[config.mk]
export PLATFORM = sky130hd
export DESIGN_NAME = alu_pipe_divseq
export DESIGN_NICKNAME = d
export VERILOG_FILES = /design/src/rtl/alu_pkg.sv /design/src/rtl/alu_seq_divider.sv /design/src/rtl/alu_pipe_divseq.sv
export SDC_FILE = /design/constraint.sdc
export NUM_CORES = 1
export LEC_CHECK = 0
export ABC_AREA = 1
export CAP_MARGIN = 30
export CORE_MARGIN = 2
export CORE_UTILIZATION = 55
export CTS_BUF_LIST = sky130_fd_sc_hd__clkbuf_16
export CTS_CLUSTER_DIAMETER = 80
export DETAILED_ROUTE_END_ITERATION = 10
export DONT_BUFFER_PORTS = 1
export PLACE_DENSITY = 0.7
export SLEW_MARGIN = 20
export SYNTH_ARGS = -nofsm -noshare
export SYNTH_HDL_FRONTEND = slang
export SYNTH_SLANG_ARGS = --single-unit
[constraint.sdc]
create_clock -name CLK -period 4.05 [get_ports CLK]
set_input_delay 0.81 -clock CLK [delete_from_list [all_inputs] [get_ports CLK]]
set_output_delay 0.81 -clock CLK [all_outputs]
set_load 0.01 [all_outputs]
[src/rtl/alu_pkg.sv]
// Shared opcode encodings, FSM state type and result-width helper for the
// pipelined ALU with its sequential divider.
package alu_pkg;

   localparam logic [3:0] ALU_ADD   = 4'h0;
   localparam logic [3:0] ALU_SUB   = 4'h1;
   localparam logic [3:0] ALU_MUL   = 4'h2;
   localparam logic [3:0] ALU_DIV   = 4'h3;
   localparam logic [3:0] ALU_AND   = 4'h4;
   localparam logic [3:0] ALU_OR    = 4'h5;
   localparam logic [3:0] ALU_NAND  = 4'h6;
   localparam logic [3:0] ALU_NOR   = 4'h7;
   localparam logic [3:0] ALU_XOR   = 4'h8;
   localparam logic [3:0] ALU_XNOR  = 4'h9;
   localparam logic [3:0] ALU_CMPEQ = 4'hA;
   localparam logic [3:0] ALU_CMPGT = 4'hB;
   localparam logic [3:0] ALU_CMPLT = 4'hC;
   localparam logic [3:0] ALU_SHR   = 4'hD;
   localparam logic [3:0] ALU_SHL   = 4'hE;
   localparam logic [3:0] ALU_NOP   = 4'hF;

   typedef enum logic [1:0] {
      ST_IDLE = 2'd0,
      ST_DIV  = 2'd1,
      ST_HOLD = 2'd2
   } aluState_e;

   function automatic int resultWidth(input int w);
      return 2 * w;
   endfunction

endpackage

[src/rtl/alu_seq_divider.sv]
// Restoring unsigned divider: one quotient bit per clock, DATA_WIDTH steps.
// The final step's result is presented combinationally so it can be captured on the same edge.
module alu_seq_divider #(
   parameter int DATA_WIDTH = 8
) (
   input  logic                  CLK,
   input  logic                  rst,
   input  logic                  start_i,
   input  logic [DATA_WIDTH-1:0] dividend_i,
   input  logic [DATA_WIDTH-1:0] divisor_i,
   output logic                  busy_o,
   output logic                  done_o,
   output logic [DATA_WIDTH-1:0] quotient_o,
   output logic [DATA_WIDTH-1:0] remainder_o
);

   localparam int W  = DATA_WIDTH;
   localparam int CW = $clog2(W);

   logic          busy_q, busy_d;
   logic [CW-1:0] cnt_q, cnt_d;
   logic [W-1:0]  rem_q, rem_d;
   logic [W-1:0]  quo_q, quo_d;
   logic [W-1:0]  div_q, div_d;

   logic [W:0]    trial;
   logic [W:0]    diff;
   logic          fits;
   logic [W-1:0]  stepRem;
   logic [W-1:0]  stepQuo;
   logic          lastStep;

   // Partial remainder stays below the divisor, so the trial fits in W+1 bits
   assign trial    = {rem_q, quo_q[W-1]};
   assign diff     = trial - {1'b0, div_q};
   assign fits     = ~diff[W];
   assign stepRem  = fits ? diff[W-1:0] : trial[W-1:0];
   assign stepQuo  = {quo_q[W-2:0], fits};
   assign lastStep = busy_q && (cnt_q == '0);

   always_comb begin
      busy_d = busy_q;
      cnt_d  = cnt_q;
      rem_d  = rem_q;
      quo_d  = quo_q;
      div_d  = div_q;
      if (start_i) begin
         busy_d = 1'b1;
         cnt_d  = CW'(W - 1);
         rem_d  = '0;
         quo_d  = dividend_i;
         div_d  = divisor_i;
      end else if (busy_q) begin
         rem_d = stepRem;
         quo_d = stepQuo;
         cnt_d = cnt_q - 1'b1;
         if (lastStep) begin
            busy_d = 1'b0;
         end
      end
   end

   always_ff @(posedge CLK or posedge rst) begin
      if (rst) begin
         busy_q <= 1'b0;
         cnt_q  <= '0;
         rem_q  <= '0;
         quo_q  <= '0;
         div_q  <= '0;
      end else begin
         busy_q <= busy_d;
         cnt_q  <= cnt_d;
         rem_q  <= rem_d;
         quo_q  <= quo_d;
         div_q  <= div_d;
      end
   end

   // After completion the registers keep the final result for a stalled consumer
   assign busy_o      = busy_q;
   assign done_o      = lastStep;
   assign quotient_o  = busy_q ? stepQuo : quo_q;
   assign remainder_o = busy_q ? stepRem : rem_q;

endmodule

[src/rtl/alu_pipe_divseq.sv]
// System ALU with valid/ready on both sides: single-cycle ops load the output
// register on the accepting edge, divides run through the sequential divider.
module alu_pipe_divseq
   import alu_pkg::*;
#(
   parameter int DATA_WIDTH = 8,
   parameter int FUN_WIDTH  = 4
) (
   input  logic                                 CLK,
   input  logic                                 rst,
   input  logic                                 in_valid,
   output logic                                 in_ready,
   input  logic [DATA_WIDTH-1:0]                A,
   input  logic [DATA_WIDTH-1:0]                B,
   input  logic [FUN_WIDTH-1:0]                 ALU_FUN,
   output logic [resultWidth(DATA_WIDTH)-1:0]   ALU_OUT,
   output logic                                 out_valid,
   input  logic                                 out_ready,
   output logic                                 flag_zero,
   output logic                                 flag_carry,
   output logic                                 div_err
);

   localparam int W  = DATA_WIDTH;
   localparam int RW = resultWidth(DATA_WIDTH);

   aluState_e     state_q, state_d;
   logic [RW-1:0] aluOut_q, aluOut_d;
   logic          outValid_q, outValid_d;
   logic          zero_q, zero_d;
   logic          carry_q, carry_d;
   logic          err_q, err_d;

   logic          funLegal;
   logic [3:0]    opc;
   logic [RW-1:0] aExt, bExt;
   logic [RW-1:0] scRes;
   logic          scCarry, scZero, scErr, scLegal;

   logic          outFree, inFire, divStart, loadSc, loadDiv;
   logic          divBusy, divDone;
   logic [W-1:0]  divQuo, divRem;
   logic [RW-1:0] divRes;

   // Opcodes wider than four bits are only legal when the upper bits are clear
   assign funLegal = (ALU_FUN >> 4) == '0;
   assign opc      = ALU_FUN[3:0];
   assign aExt     = {{W{1'b0}}, A};
   assign bExt     = {{W{1'b0}}, B};

   always_comb begin
      scRes   = '0;
      scCarry = 1'b0;
      scErr   = 1'b0;
      scLegal = funLegal;
      case (opc)
         ALU_ADD:   {scCarry, scRes} = {1'b0, aExt} + {1'b0, bExt};
         ALU_SUB:   {scCarry, scRes} = {1'b0, aExt} - {1'b0, bExt};
         ALU_MUL:   scRes = aExt * bExt;
         ALU_DIV: begin
            if (B == '0) begin
               scRes = {A, {W{1'b1}}};
               scErr = 1'b1;
            end
         end
         ALU_AND:   scRes = {{W{1'b0}}, A & B};
         ALU_OR:    scRes = {{W{1'b0}}, A | B};
         ALU_NAND:  scRes = {{W{1'b0}}, ~(A & B)};
         ALU_NOR:   scRes = {{W{1'b0}}, ~(A | B)};
         ALU_XOR:   scRes = {{W{1'b0}}, A ^ B};
         ALU_XNOR:  scRes = {{W{1'b0}}, ~(A ^ B)};
         ALU_CMPEQ: scRes = (A == B) ? RW'(1) : '0;
         ALU_CMPGT: scRes = (A > B)  ? RW'(2) : '0;
         ALU_CMPLT: scRes = (A < B)  ? RW'(3) : '0;
         ALU_SHR:   scRes = {{W{1'b0}}, A >> 1};
         ALU_SHL:   scRes = {{(W-1){1'b0}}, A, 1'b0};
         default:   scLegal = 1'b0;
      endcase
      if (!scLegal) begin
         scRes   = '0;
         scCarry = 1'b0;
         scErr   = 1'b0;
      end
      scZero = scLegal && (scRes == '0);
   end

   assign outFree  = !outValid_q || out_ready;
   assign in_ready = (state_q == ST_IDLE) && outFree;
   assign inFire   = in_valid && in_ready;
   assign divStart = inFire && funLegal && (opc == ALU_DIV) && (B != '0);

   alu_seq_divider #(
      .DATA_WIDTH (DATA_WIDTH)
   ) uDivider (
      .CLK         (CLK),
      .rst         (rst),
      .start_i     (divStart),
      .dividend_i  (A),
      .divisor_i   (B),
      .busy_o      (divBusy),
      .done_o      (divDone),
      .quotient_o  (divQuo),
      .remainder_o (divRem)
   );

   assign divRes = {divRem, divQuo};

   // A finished divide that cannot retire parks in HOLD; the divider keeps its result
   always_comb begin
      state_d = state_q;
      loadSc  = 1'b0;
      loadDiv = 1'b0;
      case (state_q)
         ST_IDLE: begin
            if (divStart) begin
               state_d = ST_DIV;
            end else if (inFire) begin
               loadSc = 1'b1;
            end
         end
         ST_DIV: begin
            if (divDone) begin
               if (outFree) begin
                  loadDiv = 1'b1;
                  state_d = ST_IDLE;
               end else begin
                  state_d = ST_HOLD;
               end
            end else if (!divBusy) begin
               state_d = ST_IDLE;
            end
         end
         ST_HOLD: begin
            if (outFree) begin
               loadDiv = 1'b1;
               state_d = ST_IDLE;
            end
         end
         default: state_d = ST_IDLE;
      endcase
   end

   always_comb begin
      aluOut_d   = aluOut_q;
      outValid_d = outValid_q;
      zero_d     = zero_q;
      carry_d    = carry_q;
      err_d      = err_q;
      if (loadSc) begin
         aluOut_d   = scRes;
         outValid_d = 1'b1;
         zero_d     = scZero;
         carry_d    = scCarry;
         err_d      = scErr;
      end else if (loadDiv) begin
         aluOut_d   = divRes;
         outValid_d = 1'b1;
         zero_d     = (divRes == '0);
         carry_d    = 1'b0;
         err_d      = 1'b0;
      end else if (out_ready) begin
         outValid_d = 1'b0;
      end
   end

   always_ff @(posedge CLK or posedge rst) begin
      if (rst) begin
         state_q    <= ST_IDLE;
         aluOut_q   <= '0;
         outValid_q <= 1'b0;
         zero_q     <= 1'b0;
         carry_q    <= 1'b0;
         err_q      <= 1'b0;
      end else begin
         state_q    <= state_d;
         aluOut_q   <= aluOut_d;
         outValid_q <= outValid_d;
         zero_q     <= zero_d;
         carry_q    <= carry_d;
         err_q      <= err_d;
      end
   end

   assign ALU_OUT    = aluOut_q;
   assign out_valid  = outValid_q;
   assign flag_zero  = zero_q;
   assign flag_carry = carry_q;
   assign div_err    = err_q;

endmodule

==> results_dict.tcl, run 1 <==
set metrics [dict create \
    antenna_found_initial 0 \
    place_inst 1301 \
    die-height_um 117 \
    setup_viol_count_final 8 \
    dpl.hpwl_um 16600 \
    vias 7163 \
    min_period_ns 4.26 \
    core.rowCount 41 \
    cts_tree "done" \
    synth_area_sq_mm 0.00706 \
    hold_violations 0 \
    grt_max_degree 35 \
    comb_power_share_pct 68.5 \
    synth_seq_area_share_pct 17.7 \
    htreeDepth 2 \
    drive_gt1_share_pct 13.4 \
    io_buffers 0 \
    end_kind "flip-flop" \
    cts.clk_slew.worst_paths_ns 0.07 \
    synth.avg_cell_area_sq_um 6.27 \
    routed_wl_um 21200 \
    internal_power_mw 2.21 \
    clkLatencyLatePin_ns 0.29 \
    slew_headroom_pct 55.4 \
    route.detailed.drc 0 \
    drt_iter0_drc 624 \
    nNetsFinal 1277 \
    power_switching_mw 2.19 \
    final.fill_count 1233 \
    status "finished, violations left" \
    final_cells 1314 \
    critical_path_class "in2reg" \
    antenna_left 0 \
    synth_nets 1262 \
    power_frac_seq_pct 20.4 \
    gp_congestion 1.05 \
    routedWlPerCell_um 16.1 \
    die_x_um 117 \
    vias_per_cell 5.45 \
    power_frac_clock_pct 11.0 \
    maxCapViolCount 0 \
    finalMaxSlewViolations 0 \
    utilization_pct 63.4 \
    ys_ff_latch 50 \
    ir_worst_vdd_mv 0.289 \
    power_density_mw_per_mm2 552 \
    violations "negative setup slack" \
    yosys_warnings 0 \
    yosysUniqueCellTypes 34 \
    leakage_nw 4.50 \
    start_kind "input pin" \
    hold_class "in2async" \
    cts_made_buffers 5 \
    grt_remaining_overflow 0 \
    period_share_pct 105 \
    cp.required_ns 4.29 \
    start_util_pct 56.2 \
    root_buffer "clkbuf_16" \
    final_cell_area_sq_mm 0.00797 \
    placed_cell_area_sq_mm 0.00753 \
    area_growth_pct 12.9 \
    slowest_stage "fa_1" \
    n_antenna_cell 0 \
    io_pins 45 \
    die_area_sq_mm 0.0138 \
    cts.sinks 50 \
    worst_pin_slew_ns 0.668 \
    cts_buffer_depth 2 \
    swShare_pct 49.8 \
    dr.pass1.iters 6 \
    skew_ns 0.00910 \
    grt_pass1_wl_um 34000 \
    critPathMaxStageDelay_ns 0.53 \
    max_freq_mhz 235 \
    setup_ws_ns -0.212 \
    cp_max_fo 11 \
    syn_inst 1126 \
    grtUsageTotal_pct 30.4 \
    grt_pass1_vias 6807 \
    hold_slack_ns 0.366 \
    crit_arrival_ns 4.50 \
    core_area_sq_mm 0.0126 \
    tns_ns -0.926 \
    crit_top_cell "nand2_2" \
    rsz0062_at_grt "yes" \
]
placed cells by master (no fill, tap or decap), types with 5 or more instances in the layout:
| cell type | n |
|---|---|
| clkbuf_16 | 5 |
| nand2_2 | 24 |
| nand3b_1 | 5 |
| nand3_2 | 13 |
| o21ai_0 | 48 |
| inv_2 | 16 |
| nor2_2 | 8 |
| nor3_1 | 6 |
| nor2_1 | 101 |
| nor2_4 | 6 |
| or2_2 | 10 |
| ha_4 | 6 |
| dfrtp_1 | 50 |
| nand2_4 | 8 |
| ha_1 | 65 |
| fa_1 | 37 |
| nand4_1 | 16 |
| o211ai_1 | 7 |
| nand2_1 | 309 |
| inv_1 | 204 |
| buf_4 | 39 |
| nand3_1 | 89 |
| a21oi_1 | 34 |
metal layers:
layer  vias up  routed length (um)  GRT usage (%)
met5         -                   0              0
met4         0                 588           11.0
met3        46                1410           3.84
met2       285               10000           50.2
met1      3319                9210           41.0
li1       3513                   -              -
cell type report:
cell class                 count  area, sq um  area share, %
clock buffer                   5          125           1.57
clock inverter                 3         47.5          0.597
inverter                     220          826           10.4
multi-input combinational    822         5160           64.8
sequential                    50         1250           15.7
tap                          172          215           2.70
timing repair buffer          42          339           4.25
cell families after synthesis:
family,share of synthesized area [%]
AO/OA/AOI/OAI,8.06
flip-flops,17.7
adder cells (fa/ha/maj),24.0
buffers and inverters,13.9
AND/OR/NAND/NOR,35.9
XOR/XNOR,0.496
critical path: cells and delay by family:
family / cells / cell delay, ns
buffers and inverters: 4 / 0.19
and+or+nand+nor: 16 / 1.12
adders and majority gates: 5 / 2.37
power by group through the flow:
stage	clock network (mW)	registers, mW	logic, mW
6_report	0.485	0.898	3.02
5_1_grt	0.513	0.921	3.40
4_1_cts	0.490	0.915	2.78
3_5_place_dp	0	0.924	2.70
3_3_place_gp	0	0.912	2.65
2_1_floorplan	0	0.857	2.08
synthesized netlist by cell type, drive strengths merged:
library cell	count	share of area, %
o21bai	1	0.11
clkbuf	18	0.96
nand4	16	1.4
nor2	115	6.5
xnor2	1	0.12
inv	220	12
o211ai	7	0.74
nand3	103	7.4
nand3b	5	0.53
o21a	1	0.11
fa	39	11
o31ai	1	0.11
nor4	1	0.089
nand2	341	18
nor3	7	0.66
and3	2	0.18
a22oi	4	0.43
or2	10	0.89
a21boi	1	0.11
o21ai	54	3.8
buf	16	1.2
xor2	3	0.37
ha	73	13
dfrtp	50	18
a21oi	36	2.6
a31oi	1	0.089
per-stage QoR:
step           worst slack (ns)  power (mW)
3_3_place_gp             -0.491        3.56
5_1_grt                  -0.429        4.83
6_report                 -0.212        4.40
4_1_cts                  -0.158        4.19
2_1_floorplan            -0.320        2.94
3_5_place_dp             -0.534        3.62
registers in the layout (all words and copies together), names as in the netlist, 2 cells and up:
register and cells:
ALU_OUT 16, state_q 2, uDivider.cnt_q 3, uDivider.div_q 8
uDivider.quo_q 8, uDivider.rem_q 8
timing repair:
| item | in CTS | in global routing |
|---|---|---|
| hold buffers | 0 | 0 |
| pin swaps | 11 | 31 |
| resized for setup | 12 | 52 |
| setup buffers | 2 | 2 |
| setup endpoints to repair | 9 | 11 |
final timing paths:
kind,start,endpoint,slack [ns],cells after the start
worst max-delay path,B[2],flag_zero,-0.21,25
worst min-delay path,rst,div_err,0.37,1
worst max register to register,uDivider.quo_q[7],flag_zero,1.21,19
worst min register to register,uDivider.cnt_q[0],uDivider.cnt_q[0],0.51,2
max in group asynchronous,rst,uDivider.rem_q[2],3.18,2
min in group CLK,uDivider.cnt_q[0],uDivider.cnt_q[0],0.51,2
Note: power is estimated with default switching activity, not from simulation.
==> run 2: changes to the inputs <==
--- a/config.mk
+++ b/config.mk
@@ -9,7 +9,6 @@
 export CAP_MARGIN = 30
 export CORE_MARGIN = 2
 export CORE_UTILIZATION = 55
-export CTS_BUF_LIST = sky130_fd_sc_hd__clkbuf_16
 export CTS_CLUSTER_DIAMETER = 80
 export DETAILED_ROUTE_END_ITERATION = 10
 export DONT_BUFFER_PORTS = 1
==> results of run 2 <==
Final layout, timing and power as in run 1 (identical DEF).
==> run 3: changes to the inputs <==
--- a/config.mk
+++ b/config.mk
@@ -11,8 +11,7 @@
 export CORE_UTILIZATION = 55
 export CTS_CLUSTER_DIAMETER = 80
 export DETAILED_ROUTE_END_ITERATION = 10
-export DONT_BUFFER_PORTS = 1
-export PLACE_DENSITY = 0.7
+export PLACE_DENSITY = 0.75
 export SLEW_MARGIN = 20
 export SYNTH_ARGS = -nofsm -noshare
 export SYNTH_HDL_FRONTEND = slang
==> run 3 against run 2 <==
  * The run still ends with negative setup slack left
  * Clock power increased by 3%
  * Critical path type unchanged
  * Clock-buffer cell count up 1
  * Worst hold slack improved by 0.13 ns
  * Non-clock buffer count is 99 higher
==> results_dict.tcl, run 3 (synthesis results as in run 1) <==
set metrics [dict create \
    total_power_mw 4.73 \
    antenna_found_initial 0 \
    routed_wl_um 21800 \
    cts_made_buffers 5 \
    maxCapViolCount 0 \
    io_pins 45 \
    crit_arrival_ns 4.76 \
    antenna_left 0 \
    met2_usage_pct 53.4 \
    final_cell_mix "nand2_1, inv_1, nor2_1" \
    skew_ns 0.0101 \
    clkLatencyLatePin_ns 0.30 \
    hold_class "reg2reg" \
    top_usage_layer "met2" \
    period_share_pct 113 \
    power_density_mw_per_mm2 530 \
    core_area_sq_mm 0.0126 \
    vias_per_cell 5.31 \
    dr.pass1.iters 5 \
    final_common_cell "nand2_1" \
    worst_pin_slew_ns 0.927 \
    slew_headroom_pct 38.2 \
    die-height_um 117 \
    cts.sinks 50 \
    io_buffers 44 \
    max_freq_mhz 218 \
    dpl.hpwl_um 17300 \
    tns_ns -3.51 \
    status "finished, violations left" \
    grtUsageTotal_pct 31.9 \
    grt_max_degree 34 \
    routedWlPerCell_um 15.4 \
    die_area_sq_mm 0.0138 \
    post-place-ws_ns -1.17 \
    n_antenna_cell 0 \
    grt_use_met1_pct 43.1 \
    cp_max_fo 4 \
    finalMaxSlewViolations 0 \
    use_met3_pct 2.72 \
    ir_worst_vdd_mv 0.253 \
    leakage_nw 4.96 \
    largest_reg_flops 16 \
    setup_ws_ns -0.541 \
    root_buffer "clkbuf_16" \
    gp_congestion 1.03 \
    grt_pass1_wl_um 35700 \
    core.rowCount 41 \
    utilization_pct 71.1 \
    vias 7497 \
    rsz0062_at_grt "yes" \
    min_period_ns 4.59 \
    cp.required_ns 4.22 \
    drt_iter0_drc 730 \
    grt_pass1_vias 7244 \
    critical_path_class "in2reg" \
    violations "negative setup slack" \
    start_kind "input pin" \
    start_util_pct 56.2 \
    end_kind "flip-flop" \
    area_growth_pct 26.5 \
    cts_tree "done" \
    die_x_um 117 \
    route.detailed.drc 0 \
    cts.clk_slew.worst_paths_ns 0.07 \
    placed_cell_area_sq_mm 0.00838 \
    drive_gt1_share_pct 20.5 \
    setup_viol_count_final 10 \
    htreeDepth 2 \
    final_cell_area_sq_mm 0.00893 \
    nNetsFinal 1376 \
    hold_violations 0 \
    cts_buffer_depth 2 \
    grt_remaining_overflow 0 \
]
==> run 3: cell types whose count changed in the layout (fill, tap and decap cells not counted), sizes merged <==
cell	change
clkbuf	+2
clkdlybuf4s15	+2
clkinv	-1
dlygate4sd2	+1
clkdlybuf4s50	+28
buf	+67
==> run 3: layer usage <==
metal / routed length [um] / vias up
li1: - / 3696
met1: 9270 / 3469
met2: 10500 / 281
met3: 1290 / 51
met4: 756 / 0
met5: 0 / -
==> run 3: power by group <==
part,internal (mW),switching [mW],total (mW)
clock,0.311,0.187,0.498
combinational,1.41,1.95,3.37
sequential,0.719,0.147,0.866
total,2.44,2.29,4.73
==> run 3: cell type report <==
type                            instances  area (sq um)
Clock buffer                            6           139
Clock inverter                          2          38.8
Fill cell                            1068          3630
Inverter                              220           826
Multi-Input combinational cell        822          5250
Sequential cell                        50          1250
Tap cell                              172           215
Timing Repair Buffer                  141          1210
==> run 3: critical path, cell delays in order <==
cell	delay, ns
clkdlybuf4s15_1	0.26
nand2_1	0.10
inv_1	0.06
fa_1	0.55
fa_1	0.43
fa_1	0.53
inv_2	0.04
fa_1	0.51
inv_2	0.05
ha_4	0.30
nand2_4	0.08
inv_2	0.05
nand2_2	0.04
nand2_2	0.08
inv_2	0.05
nand2_1	0.05
nand2_1	0.05
nand3_2	0.06
o211ai_1	0.13
buf_4	0.18
buf_4	0.12
a22oi_1	0.14
o21ai_1	0.09
==> run 3: final timing paths <==
| kind | startpoint | end | slack (ns) | depth (start not counted) |
|---|---|---|---|---|
| hold reg to reg | ALU_OUT[8] | ALU_OUT[8] | 0.50 | 2 |
| setup reg to reg | uDivider.quo_q[7] | flag_zero | 1.12 | 19 |
| hold / removal | ALU_OUT[8] | ALU_OUT[8] | 0.50 | 2 |
| max in group asynchronous | rst | uDivider.div_q[3] | 2.72 | 3 |
| min in group asynchronous | rst | state_q[1] | 0.82 | 2 |
| setup / recovery | A[7] | ALU_OUT[11] | -0.54 | 23 |
==> run 3: metrics by stage <==
stage	hold slack (ns)	instances
6_report	0.499	1413
5_1_grt	0.532	1413
4_1_cts	0.499	1411
3_5_place_dp	0.490	1398
3_3_place_gp	0.469	1397
2_1_floorplan	0.459	1126
==> run 3: what timing repair did <==
| action | 4_1_cts | 5_1_grt |
|---|---|---|
| hold buffers | 0 | 0 |
| setup buffers | 5 | 5 |
| pin swaps | 38 | 47 |
| setup endpoints to repair | 13 | 12 |
| gates resized for setup | 114 | 72 |
==> edit 1 (config.mk and constraints of run 2) <==
`DATA_WIDTH` is set to 8 in 2 places; all go to 16.
--- a/src/rtl/alu_seq_divider.sv
+++ b/src/rtl/alu_seq_divider.sv
@@ -3,3 +3,3 @@
 module alu_seq_divider #(
-   parameter int DATA_WIDTH = 8
+   parameter int DATA_WIDTH = 16
 ) (
--- a/src/rtl/alu_pipe_divseq.sv
+++ b/src/rtl/alu_pipe_divseq.sv
@@ -5,3 +5,3 @@
 #(
-   parameter int DATA_WIDTH = 8,
+   parameter int DATA_WIDTH = 16,
    parameter int FUN_WIDTH  = 4
Ports: changed (resized A, ALU_OUT and B); port bits go from 45 to 77. No check against the original RTL was run, so the function may have changed too.
==> edit 1 against run 2 <==
- the flow still finishes with violations (setup timing)
- synthesized cell count grew to 2.5 times the old value
- area after synthesis grew to 2.6 times the old value
- worst setup slack lost 1400 ps
- wire length grew to 3.4 times the old value
- register-to-register slack lost 490 ps
- sequential cell count grew 41
- count of clock-buffer cells in the layout grew 5
- final cell count grew to 2.6 times the old value
- final area grew to 2.7 times the old value
- clock skew grew 5.0 ps
- critical endpoint unchanged
- largest cell class unchanged
Power is not shown: default switching activity piles up to over one toggle a cycle in this logic, so the estimate is an artifact.
==> edit 1: results (changes against run 2) <==
[finish]
nFillCells = 2968  ; +140%
drive_above_1_share = 0.185  ; +0.0510
finalNetCount = 3353  ; +160%
diodes = 0  ; unchanged
largest_reg_flops = 32  ; +16

[setup_path]
r2r_start = uDivider.quo_q[15]$_DFF_PP0_
cp_slowest_stage_delay_ps = 530  ; about the same
cp.arrival_ps = 5860  ; +1360 ps
crit_family = adder cells
r2r_setup_slack_ps = 720  ; -490 ps
cpMaxStageDelayCell = fa_2
worst-r2r-cell-count = 21  ; +2
cp-startpoint = A[6]
worstPathMaxFanout = 19  ; +8
endpoint = flag_zero$_DFFE_PP0P_

[grt]
grt_use_total = 0.407  ; +0.103
grt_max_degree = 68  ; +94%
grt_pass1_vias = 19500  ; +190%
antenna_found_initial = 0  ; unchanged
grt_pass1_wl_um = 110000  ; +220%

[sta]
maxSlewHeadroom = 0.446  ; -0.108
skew_ps = 14.1  ; +5.02 ps
finalWorstSetupSlack_ps = -1580  ; -1370 ps
setup_viol = 27  ; +19

[place]
post-dp-hpwl_um = 56400  ; +240%
portBuffers = 0  ; unchanged
gp_congestion = 1.08  ; +3.4%
pre_cts_ws_ps = -2110  ; -1580 ps

[worst_hold_path]
hp-class = in2async

[synth]
synth_warnings = 0  ; unchanged
netlist-cell-type-count = 49  ; +44%
synth_common_cells = 876 x nand2_1, 620 x inv_1, 205 x nor2_1
synth_nets = 3265  ; +160%
seq_area_frac_synth = 0.122  ; -0.0548
async_flop_share = 1.00  ; unchanged
yosys-top-cells-area = fa_1 21%, nand2_1 18%, inv_1 13%
synthFlopType = dfrtp_1

[clocking]
clk_pin_slew_worst_paths_ps = 70  ; about the same
cts_root_buf = clkbuf_16
cts_buffer_depth = 2  ; unchanged
clock_latency_ps = 350  ; +60 ps
cts-htree-levels = 3  ; +1
numCtsBuffers = 9  ; +4

[run_status]
outcome = finished with violations
violations = setup timing

[drt]
viasPerCell = 5.67  ; +4.0%
dr.pass1.iters = 6  ; unchanged
drt_iter0_markers = 1846  ; +200%
routed_wl_um = 71200  ; +240%

[edit 1: worst min-delay path by stage]
stage                                endpoint
5_1_grt               ALU_OUT[15]$_DFFE_PP0P_
4_1_cts               ALU_OUT[15]$_DFFE_PP0P_
3_5_place_dp   uDivider.div_q[13]$_DFFE_PP0P_
2_1_floorplan  uDivider.div_q[10]$_DFFE_PP0P_
6_report              ALU_OUT[15]$_DFFE_PP0P_
3_3_place_gp   uDivider.div_q[13]$_DFFE_PP0P_
[edit 1: per-layer routing]
| metal | wire, um | vias to the layer above | share of wire | GRT usage |
|---|---|---|---|---|
| met1 | 28000 | 9210 | 0.39 | 0.518 |
| met5 | 0 | - | 0 | 0 |
| met2 | 32600 | 1014 | 0.46 | 0.669 |
| met3 | 5750 | 253 | 0.081 | 0.0565 |
| li1 | - | 8779 | - | - |
| met4 | 4940 | 0 | 0.069 | 0.229 |
[edit 1: cells by family after synthesis]
kind of cell / count (synthesis) / synth area share
compound gates: 260 / 0.0788
mux: 5 / 0.00269
fa+ha+maj: 370 / 0.328
simple gates: 1365 / 0.305
buf+inv: 752 / 0.157
xor+xnor: 12 / 0.00565
flops: 91 / 0.122
[edit 1: cell type report]
type / instances / area, sq um / share of cell area
Clock buffer: 10 / 229 / 0.0105
Tap cell: 448 / 561 / 0.0258
Timing Repair Buffer: 187 / 1530 / 0.0706
Inverter: 642 / 2420 / 0.112
Multi-Input combinational cell: 2012 / 14600 / 0.675
Clock inverter: 5 / 40.0 / 0.00184
Sequential cell: 91 / 2280 / 0.105
[edit 1: timing repair]
| item | CTS | global route |
|---|---|---|
| pin swaps | 126 | 72 |
| setup buffers | 20 | 16 |
| resized for setup | 167 | 108 |
| endpoints found under the setup margin | 28 | 28 |
[edit 1: worst register-to-register path, stage by stage (launching register included)]
cell and delay [ps]:
dfrtp_1 380, inv_1 80, ha_1 200, inv_1 120, fa_1 430, nand2_1 80
nand2_1 80, nand3_1 120, nand2_2 120, nand2_2 120, nand2_1 80, nand2_1 80
nand2_2 160, nand2_2 180, o21ai_0 170, nor3_1 370, nand2_1 100, nor2_1 130
nand2_1 90, nand2_1 80, nand2_1 50, nand2_1 60
[edit 1: metrics by stage]
step	util	instance area [sq um]	setup TNS (ps)	hold WS [ps]	instances
global placement	0.608	20300	-44690	473	3355
global route	0.649	21700	-37890	461	3395
finish	0.649	21700	-32700	422	3395
detailed placement	0.608	20300	-46380	479	3355
floorplan	-	19600	-34530	453	2855
CTS	0.636	21300	-31440	436	3383
==> edit 2 (settings of run 2) <==
Without the edit above. Put one more register stage on the output `div_err`, cleared by the reset. The value now appears one clock later. The other outputs are not delayed to match.
--- a/src/rtl/alu_pipe_divseq.sv
+++ b/src/rtl/alu_pipe_divseq.sv
@@ -187,3 +187,9 @@
    assign flag_carry = carry_q;
-   assign div_err    = err_q;
+   always_ff @(posedge CLK or posedge rst) begin
+      if (rst) begin
+         div_err <= '0;
+      end else begin
+         div_err <= err_q;
+      end
+   end
 
Check against the original RTL: not equivalent (Yosys sat finds a counterexample within 4 cycles, from zero or initial values and one cycle with rst high).
==> edit 2 against run 2 <==
- the flow still finishes with violations (setup timing)
- final cell count increased by 0.61%
- critical path depth decreased by 4
- combinational power decreased by 6%
- synthesized cell count increased by 0.53%
- count of clock-buffer cells in the layout increased by 1
- wire length decreased by 0.59%
- power decreased by 3.7%
- final area about the same
- hold slack improved by 12 ps
- sequential cell count increased by 1
- utilization decreased by 0.30 points
- area after synthesis increased by 0.57%
- worst setup slack improved by 30 ps
- critical path type unchanged
==> edit 2: results (changes against run 2) <==
[finish]
final_util = 0.631  ; -0.00297
clock_cell_area_share = 0.0195  ; -0.00219
buffer_area_frac = 0.0430  ; +0.000498
clock_buffers = 6  ; +1
multi_input_area_share = 0.642  ; -0.00635
finalNonFillerCells = 1322  ; +0.61%
regArea_sq_mm = 0.00128  ; +2.0%
seq_cell_count = 51  ; +2.0%
buffers = 43  ; +2.4%
num-nonclk-inverters = 230  ; +4.5%
nMultiInputCombCells = 818  ; -0.49%
nFillCells = 1227  ; -0.49%
drive_above_1_share = 0.127  ; -0.00702

[pwr]
power_leakage_nw = 4.53  ; +0.59%
peakVddDrop_mv = 0.255  ; -12%
powerComb_mw = 2.85  ; -6%
total_power_mw = 4.24  ; -3.7%
seqPwrFrac = 0.225  ; +0.021
p_sw_frac = 0.500  ; +0.00194

[place]
gp_congestion = 1.02  ; -2.7%
post-dp-hpwl_um = 16800  ; +0.77%
pre_cts_ws_ps = -563  ; -28.8 ps
post_dp_cell_area_sq_mm = 0.00757  ; +0.62%

[floorplanning]
fp.coreArea_sq_mm = 0.0126  ; +0.41%

[drt]
wl_met3_um = 1520  ; +8.2%
drt_iter0_markers = 646  ; +3.5%
routed_wl_um = 21100  ; -0.59%
viasPerCell = 5.32  ; -2.5%
dr.pass1.iters = 6  ; unchanged
wl_met2_um = 10000  ; +0.32%

[setup_path]
worstPathMaxFanout = 10  ; -1
cp.arrival_ps = 4390  ; -110 ps

[grt]
grt_max_degree = 33  ; -5.7%
grt_pass1_vias = 6737  ; -1.0%
gr-usage-met1 = 0.404  ; -0.00655
use_met2 = 0.509  ; +0.00689
grt_pass1_wl_um = 33700  ; -0.91%
grt_use_total = 0.303  ; -0.000539
groute.layer.met3.usage = 0.0499  ; +0.0115

[sta]
setup_tns_ps = -489  ; +437 ps
tightest_slew_ps = 887  ; +219 ps
setup_viol = 5  ; -3
skew_ps = 6.23  ; -2.87 ps
finalWorstSetupSlack_ps = -182  ; +29.7 ps

[synth]
synth-xor-area-share = 0.00617  ; +0.00121
seq_area_frac_synth = 0.180  ; +0.00252
synth_common_cells = 343 x nand2_1, 224 x inv_1, 108 x nor2_1
yosys-top-cells-area = nand2_1 18%, dfrtp_1 18%, ha_1 13%
netlist-cell-type-count = 33  ; -2.9%
synth_adder_area_share = 0.239  ; -0.00135
synth-compound-area-share = 0.0862  ; +0.00554
netlist_instances = 1132  ; +0.53%

[run_status]
outcome = finished with violations
violations = setup timing

[worst_hold_path]
hp-class = reg2reg

## edit 2: cell count changes after synthesis, sizes merged, moves of 2 or more
| cell | run 2 | this run |
|---|---|---|
| nand4 | 16 | 20 |
| and3 | 2 | 0 |
| a22oi | 4 | 0 |
| nor3 | 7 | 3 |
| a21oi | 36 | 46 |
| inv | 220 | 229 |
| a31oi | 1 | 5 |
| buf | 16 | 22 |
| o22ai | 0 | 2 |
| nand3 | 103 | 85 |
| clkbuf | 18 | 11 |
| nand2 | 341 | 346 |
## edit 2: path summary, 6_finish.rpt
check | startpoint | end | slack, ps | cells past startpoint
worst max-delay path | B[7] | ALU_OUT[10]$_DFFE_PP0P_ | -180 | 21
worst min-delay path | err_q$_DFFE_PP0P_ | div_err$_DFF_PP0_ | 380 | 0
worst max register to register | uDivider.quo_q[7]$_DFF_PP0_ | flag_zero$_DFFE_PP0P_ | 1370 | 17
worst min register to register | err_q$_DFFE_PP0P_ | div_err$_DFF_PP0_ | 380 | 0
max in group asynchronous | rst | uDivider.div_q[5]$_DFFE_PP0P_ | 3080 | 2
min in group asynchronous | rst | state_q[1]$_DFFE_PP0P_ | 440 | 1
## edit 2: critical path, stage by stage
cell	delay (ps)
nand2_1	60
inv_1	60
fa_1	560
fa_1	440
fa_1	490
inv_1	50
fa_1	490
inv_2	50
ha_4	300
nand2_4	70
nor2_2	120
nand2_1	60
nand2_1	70
a21oi_1	60
o21ai_1	110
nand2_1	100
buf_4	130
buf_4	120
buf_4	120
nand2_1	50
o211ai_1	80
## edit 2: what timing repair did
item                                    4_1_cts  5_1_grt
setup buffers                                 2        3
hold endpoints to repair                      0        0
gates resized for setup                      10       39
pin swaps                                    11       21
endpoints found under the setup margin        8       10
